===== config.mk =====
export PLATFORM = sky130hd
export DESIGN_NAME = seq_detector_param
export DESIGN_NICKNAME = d
export VERILOG_FILES = /design/src/rtl/seq_detector_param.sv
export SDC_FILE = /design/constraint.sdc
export NUM_CORES = 1
export LEC_CHECK = 0
export CORE_MARGIN = 1
export CORE_UTILIZATION = 49
export DETAILED_ROUTE_END_ITERATION = 10
export PLACE_DENSITY_LB_ADDON = 0.3
export SYNTH_ARGS = -nofsm -noshare
export SYNTH_HDL_FRONTEND = slang
export SYNTH_SLANG_ARGS = --single-unit

===== constraint.sdc =====
create_clock -name clk -period 2.8 [get_ports clk]
set_clock_uncertainty 0.1 [all_clocks]
set_input_delay 0.42 -clock clk [delete_from_list [all_inputs] [get_ports clk]]
set_output_delay 0.42 -clock clk [all_outputs]
set_load 0.01 [all_outputs]

===== src/rtl/seq_detector_param.sv =====
// Runtime-configurable serial pattern detector with overlap / non-overlap modes.
// Optional saturating match counter enabled by defining SEQDET_MATCH_COUNT_EN.
module seq_detector_param #(
    parameter  int MAX_LEN = 8,
    parameter  int CNT_W   = 8,
    localparam int LW      = $clog2(MAX_LEN) + 1
) (
    input  logic               clk,
    input  logic               rst_n,
    input  logic               in_valid,
    input  logic               in_bit,
    input  logic               cfg_load,
    input  logic [MAX_LEN-1:0] cfg_pattern,
    input  logic [LW-1:0]      cfg_len,
    input  logic               cfg_overlap,
    output logic               match,
    output logic               armed
`ifdef SEQDET_MATCH_COUNT_EN
    ,
    output logic [CNT_W-1:0]   match_count
`endif
);

    typedef enum logic [1:0] {IDLE, FILL, ARMED} state_t;

    state_t             state, state_nx;
    logic [MAX_LEN-1:0] hist, hist_sh, hist_nx, pat;
    logic [LW-1:0]      len, fill, fill_inc, fill_nx;
    logic               ovl, consume, hit, match_nx, armed_nx;

    function automatic logic [LW-1:0] clamp_len(input logic [LW-1:0] l);
        if (l < LW'(2))
            return LW'(2);
        else if (l > LW'(MAX_LEN))
            return LW'(MAX_LEN);
        else
            return l;
    endfunction

    // Extra headroom bit lets len == MAX_LEN produce an all-ones mask.
    function automatic logic [MAX_LEN-1:0] len_mask(input logic [LW-1:0] l);
        logic [MAX_LEN:0] one_ext;
        one_ext = {{MAX_LEN{1'b0}}, 1'b1} << l;
        return MAX_LEN'(one_ext - {{MAX_LEN{1'b0}}, 1'b1});
    endfunction

    assign consume  = in_valid && !cfg_load && (state != IDLE);
    assign hist_sh  = (hist << 1) | {{(MAX_LEN-1){1'b0}}, in_bit};
    assign fill_inc = (fill >= len) ? len : fill + LW'(1);
    assign hit      = consume && (fill_inc >= len) &&
                      ((hist_sh & len_mask(len)) == (pat & len_mask(len)));

    always_ff @(posedge clk or negedge rst_n) begin
        if (!rst_n)
            state <= IDLE;
        else
            state <= state_nx;
    end

    always_comb begin
        state_nx = state;
        if (cfg_load)
            state_nx = FILL;
        else if (consume) begin
            if (hit && !ovl)
                state_nx = FILL;
            else if (fill_inc >= len)
                state_nx = ARMED;
            else
                state_nx = FILL;
        end
    end

    always_comb begin
        match_nx = hit;
        armed_nx = (state_nx == ARMED);
        fill_nx  = fill;
        hist_nx  = hist;
        if (cfg_load) begin
            fill_nx = '0;
            hist_nx = '0;
        end else if (consume) begin
            fill_nx = (hit && !ovl) ? '0 : fill_inc;
            hist_nx = hist_sh;
        end
    end

    always_ff @(posedge clk or negedge rst_n) begin
        if (!rst_n) begin
            hist  <= '0;
            fill  <= '0;
            pat   <= '0;
            len   <= LW'(MAX_LEN);
            ovl   <= 1'b1;
            match <= 1'b0;
            armed <= 1'b0;
        end else begin
            hist  <= hist_nx;
            fill  <= fill_nx;
            match <= match_nx;
            armed <= armed_nx;
            if (cfg_load) begin
                pat <= cfg_pattern;
                len <= clamp_len(cfg_len);
                ovl <= cfg_overlap;
            end
        end
    end

`ifdef SEQDET_MATCH_COUNT_EN
    // Survives cfg_load; only reset clears it.
    always_ff @(posedge clk or negedge rst_n) begin
        if (!rst_n)
            match_count <= '0;
        else if (hit && (match_count != {CNT_W{1'b1}}))
            match_count <= match_count + CNT_W'(1);
    end
`endif

endmodule


# Word level (Yosys, flattened, before mapping)
# Index checks and enable logic that the tools add are counted.
word_totals:
  regBits: 28
  latchBits: 0
  ram_bits: 0
  mem_bits_ro: 0
  out_inout_bits: 2
  elab_cells: 41
  n_memories: 0
classes:
  add_sub_neg: 2
  n_mul: 0
  n_div: 0
  magnitude_cmp: 4
  eq_ne: 2
  shift: 1
  n_mux: 12
  bitwise: 3
  reduce_logical: 9
op_table:
  columns: ["op", "n"]
  rows:
  - ["$mux 4", 6]
  - ["$and 8x8->8", 2]
  - ["$mux 7", 2]
  - ["$eq 8x8->1", 1]
  - ["$ge 4x4->1", 2]
  - ["$mux 2", 4]
  - ["$or 8x1->8", 1]
  - ["$shl 1x4->8 const A", 1]
  - ["$sub 8x1->8 const B", 1]
  - ["$logic_and 1x1->1", 5]
  - ["$add 4x1->4 const B", 1]
  - ["$gt 4x4->1 const B", 1]
  - ["$lt 4x2->1 const B", 1]
  - ["$reduce_bool 2->1", 2]
  - ["$eq 2x2->1 const B", 1]
  - ["$logic_not 1->1", 2]

# Depth between registers and ports, before layout
depth:
  ltp_word: 10
  mapped_depth: 15
  ltp_nobuf: 15

# Worst setup path before layout
# No wires, ideal clock.
synth_timing:
  kind: "flip-flop to flip-flop"
  start: "reg len[3]"
  end: "reg fill[2]"
  setup_ns: 0.122
  arrival_time_ns: 2.798
  t_required_ns: 2.578
  slack_ns: -0.220
  stages_incl_launch_ff: 12
  n_path_buf: 0
  path_cell_list: "dfstp_2 > inv_1 > ha_1 > nand2_1 > o21ai_1 > mux2_2 > ha_1 > o21ai_0 > o2bb2ai_1 > nor4_1 > nand2b_2 > a32o_1"
synth_via:
  elab_chain_cells: 9
synth_rtl:
  columns: ["item", "line", "source"]
  rows:
  - ["start, declared", "28", "logic [LW-1:0] len, fill, fill_inc, fill_nx;"]
  - ["start signal, assigned", "93", "len <= LW'(MAX_LEN);"]
  - ["start signal, assigned", "104", "len <= clamp_len(cfg_len);"]
  - ["$shl 1x4->8 or $ge 4x4->1 (tied branches)", "43, 49", null]
  - ["$sub 8x1->8 or $mux 4 (tied branches)", "44, 49", null]
  - ["$and 8x8->8 or $ge 4x4->1 (tied branches)", "51, 50", null]
  - ["$eq 8x8->1 or $logic_and 1x1->1 (tied branches)", "51, 50", null]
  - ["$logic_and 1x1->1", "50", "assign hit = consume && (fill_inc >= len) &&"]
  - ["$logic_and 1x1->1", "83", "fill_nx = (hit && !ovl) ? '0 : fill_inc;"]
  - ["$mux 4 (*)", "83", null]
  - ["$mux 4 (*)", "82", "end else if (consume) begin"]
  - ["$mux 4 (*)", "79", "if (cfg_load) begin"]
  - ["end signal, assigned", "99", "fill <= fill_nx;"]
  - ["end, declared", "28", null]
# Every way passes the cells marked *; elsewhere a longest branch is shown, timed or not. The select of a mux whose other input is x is not followed.
# A chain may end at the register's enable or synchronous reset.

# Worst setup path in the final report
layout_timing:
  start: "reg len[3]"
  end: "reg fill[1]"
# Same word-level chain as after synthesis.

==> impl_metrics.csv <==
group,metric,value,unit
global_routing,grtUsageTotal,21.8,%
clock_network,cts_hold_buf,0,
clock_network,cts_tree,"done",
clock_network,cts_root_buf,"clkbuf_4",
clock_network,clk_pin_slew_worst_paths,140,ps
synthesis,yosysSeqAreaShare,45.5,%
timing,holdWs,362,ps
status,violations,"negative setup slack",
setup_path,cp-start-kind,"register",
timing,grt_setup_unrepaired,"true",
global_routing,top_usage_layer,"met2",
synthesis,synth_cell_type_count,35,
synthesis,synth_nets,167,
power,leakagePower,0.881,nW
global_routing,grt_pass1_wl,5530,um
setup_path,arrival,3050,ps
setup_path,cpMaxStageDelayCell,"dfstp_2",
routing,firstDrtPassIters,4,
synthesis,synth_seq_cells,28,
floorplanning,dieArea,3380,um2
routing,ant_nets,0,
synthesis,avgSynthCellArea,11.1,um2
timing,finalCriticalPeriod,2930,ps
placed_design,port_buffers,19,
placed_design,dp_hpwl,2470,um
cells_and_area,areaGrowthSynthToFinish,31.0,%
cells_and_area,diodes,0,
setup_path,cp_top_family,"compound AO/OA/AOI/OAI gates",
cells_and_area,fin_nets,201,
setup_path,critPathCaptureType,"register",
global_routing,antenna_found_initial,0,
placed_design,gp_congestion,0.848,
placed_design,placed_cell_area,1910,um2
power,fin_total_pwr,1.37,mW
cells_and_area,drive_gt1_share,29.8,%
setup_path,required,2920,ps
power,p_per_area,678,nW/um2
cells_and_area,final_util,66.8,%
setup_path,max_stage_delay,580,ps
cells_and_area,final_cells,215,
global_routing,grt_use_met2,38.9,%
routing,totalWireLength,3430,um
synthesis,synth.top_cell.area_share,42.1,%
timing,fmax,341,MHz
status,status,"finished with violations",
routing,post_drt_wl_per_cell,15.9,um
placed_design,post-place-ws,-129,ps
clock_network,clock-sinks,28,
setup_path,crit_type,"reg -> reg",
global_routing,grt_remaining_overflow,0,
timing,slew_headroom,64.4,%
routing,viasPerCell,5.57,
placed_design,place_inst,211,
setup_path,timing.critical_path.fanout_max,7,
floorplanning,start_util,51.0,%
floorplanning,die_w,58.1,um
global_routing,use_met3,2.90,%
routing,drt-initial-drc-count,20,
synthesis,netlist_area,1540,um2
timing,drv_slew,0,
power,irDropWorstVdd,0.323,mV
timing,finalHoldViolCount,0,
timing,tightestPinTransition,533,ps
floorplanning,core_area,3030,um2
synthesis,yosysWarnings,0,
floorplanning,fp-row-count,20,
setup_path,crit_chain,"inv_4 -> ha_4 -> nand2_4 -> o21ai_4 -> mux2_4 -> ha_4 -> o21ai_4 -> o2bb2ai_4 -> nor4_4 -> nand2b_4 -> a32o_2",
synthesis,synthTopCellsByArea,"dfrtp_1 42%, ha_1 8.1%, mux2_2 7.3%, a22o_1 4.0%, dfstp_2 3.4%",
synthesis,syn_inst,139,
timing,tns,-420,ps
cells_and_area,design_area,2020,um2
setup_path,path_buf_inv,1,
clock_network,cts.path.max_buffers,2,
global_routing,met1_usage,27.4,%
floorplanning,io_pins,20,
routing,vias,1197,
timing,setup_viol,5,
synthesis,synth_edf_count,0,
clock_network,clk_latency,320,ps
synthesis,synth_area_leader_cell,"dfrtp_1",
timing,timing.final.crit_share,105,%
global_routing,grt_max_degree,29,
clock_network,h-tree-depth,1,
timing,worst_slack,-130,ps
synthesis,async_flop_share,100,%
flow_run,cap_viol_max_count,0,
routing,drc,0,
hold_path,min_path_type,"in -> async",
global_routing,grt_pass1_vias,1237,
synthesis,ys.flop_type,"dfrtp_1",
floorplanning,die_h,58.1,um
clock_network,cts_buffers,3,
Yosys cell counts (2+ instances only):
cell / instances
xnor2_1: 5
mux2_2: 10
clkbuf_1: 2
a32o_1: 4
xor2_1: 6
ha_1: 10
nor4b_1: 2
nor2_1: 5
a21oi_1: 5
inv_1: 10
and2b_1: 2
nor3_1: 3
nand3_1: 4
dfrtp_1: 26
o21ai_0: 10
dfstp_2: 2
o211ai_1: 2
nand2_1: 7
a22o_1: 7
buf_6: 2
layer usage:
| layer | share of wire (%) | vias up |
|---|---|---|
| met5 | 0 | - |
| met1 | 42 | 594 |
| li1 | - | 576 |
| met2 | 54 | 19 |
| met3 | 2.0 | 8 |
| met4 | 2.1 | 0 |
final timing paths:
path | start | end | cells past startpoint | slack [ps]
max reg2reg | len[3] | fill[1] | 11 | -130
min in group clk | state[0] | armed | 1 | 390
min reg2reg | state[0] | armed | 1 | 390
min | rst_n | fill[2] | 2 | 360
max in group asynchronous | rst_n | len[3] | 2 | 1930
max | len[3] | fill[1] | 11 | -130
sequential cells by signal, summed over array words and instances, names as in the netlist:
name,count
match,1
armed,1
pat,8
fill,4
len,4
ovl,1
hist,7
state,2
cell type report:
cell class                 instances  area [um2]
tap                               44        55.1
sequential                        28         703
timing repair buffer              33         295
inverter                          10        40.0
fill                             248        1000
multi-input combinational         97         907
clock buffer                       3        22.5
cell families (layout without fill, tap and decap cells):
family | Yosys count | after routing | share of synthesized area [%]
AO/OA/AOI/OAI | 39 | 39 | 19.1
XOR/XNOR | 11 | 11 | 6.24
adder cells (fa/ha/maj) | 10 | 10 | 8.10
buffers and inverters | 14 | 46 | 4.38
flip-flops | 28 | 28 | 45.5
multiplexers | 11 | 11 | 7.94
AND/OR/NAND/NOR | 26 | 26 | 8.67
placed cells by master (no fill, tap or decap), types with 3 or more instances in the layout:
cell	instances
a21oi_2	3
nand3_1	4
mux2_2	9
ha_1	8
buf_4	14
xnor2_1	5
o21ai_0	5
inv_1	9
a22o_1	7
clkbuf_4	3
clkdlybuf4s50_1	19
dfrtp_1	26
a32o_1	3
o21ai_1	3
xor2_1	6
nor2_1	5
nand2_1	6
where the power goes:
| group | internal, mW | total [mW] | switching, mW |
|---|---|---|---|
| registers | 0.460 | 0.503 | 0.0429 |
| logic | 0.355 | 0.710 | 0.355 |
| clock network | 0.0504 | 0.159 | 0.109 |
| total | 0.865 | 1.37 | 0.507 |
what timing repair did:
item                       in CTS  in global routing
setup endpoints to repair       6                  8
setup buffers                   0                  1
pin swaps                       4                 11
gates resized for setup         4                 14
(Power assumes the default switching activity.)
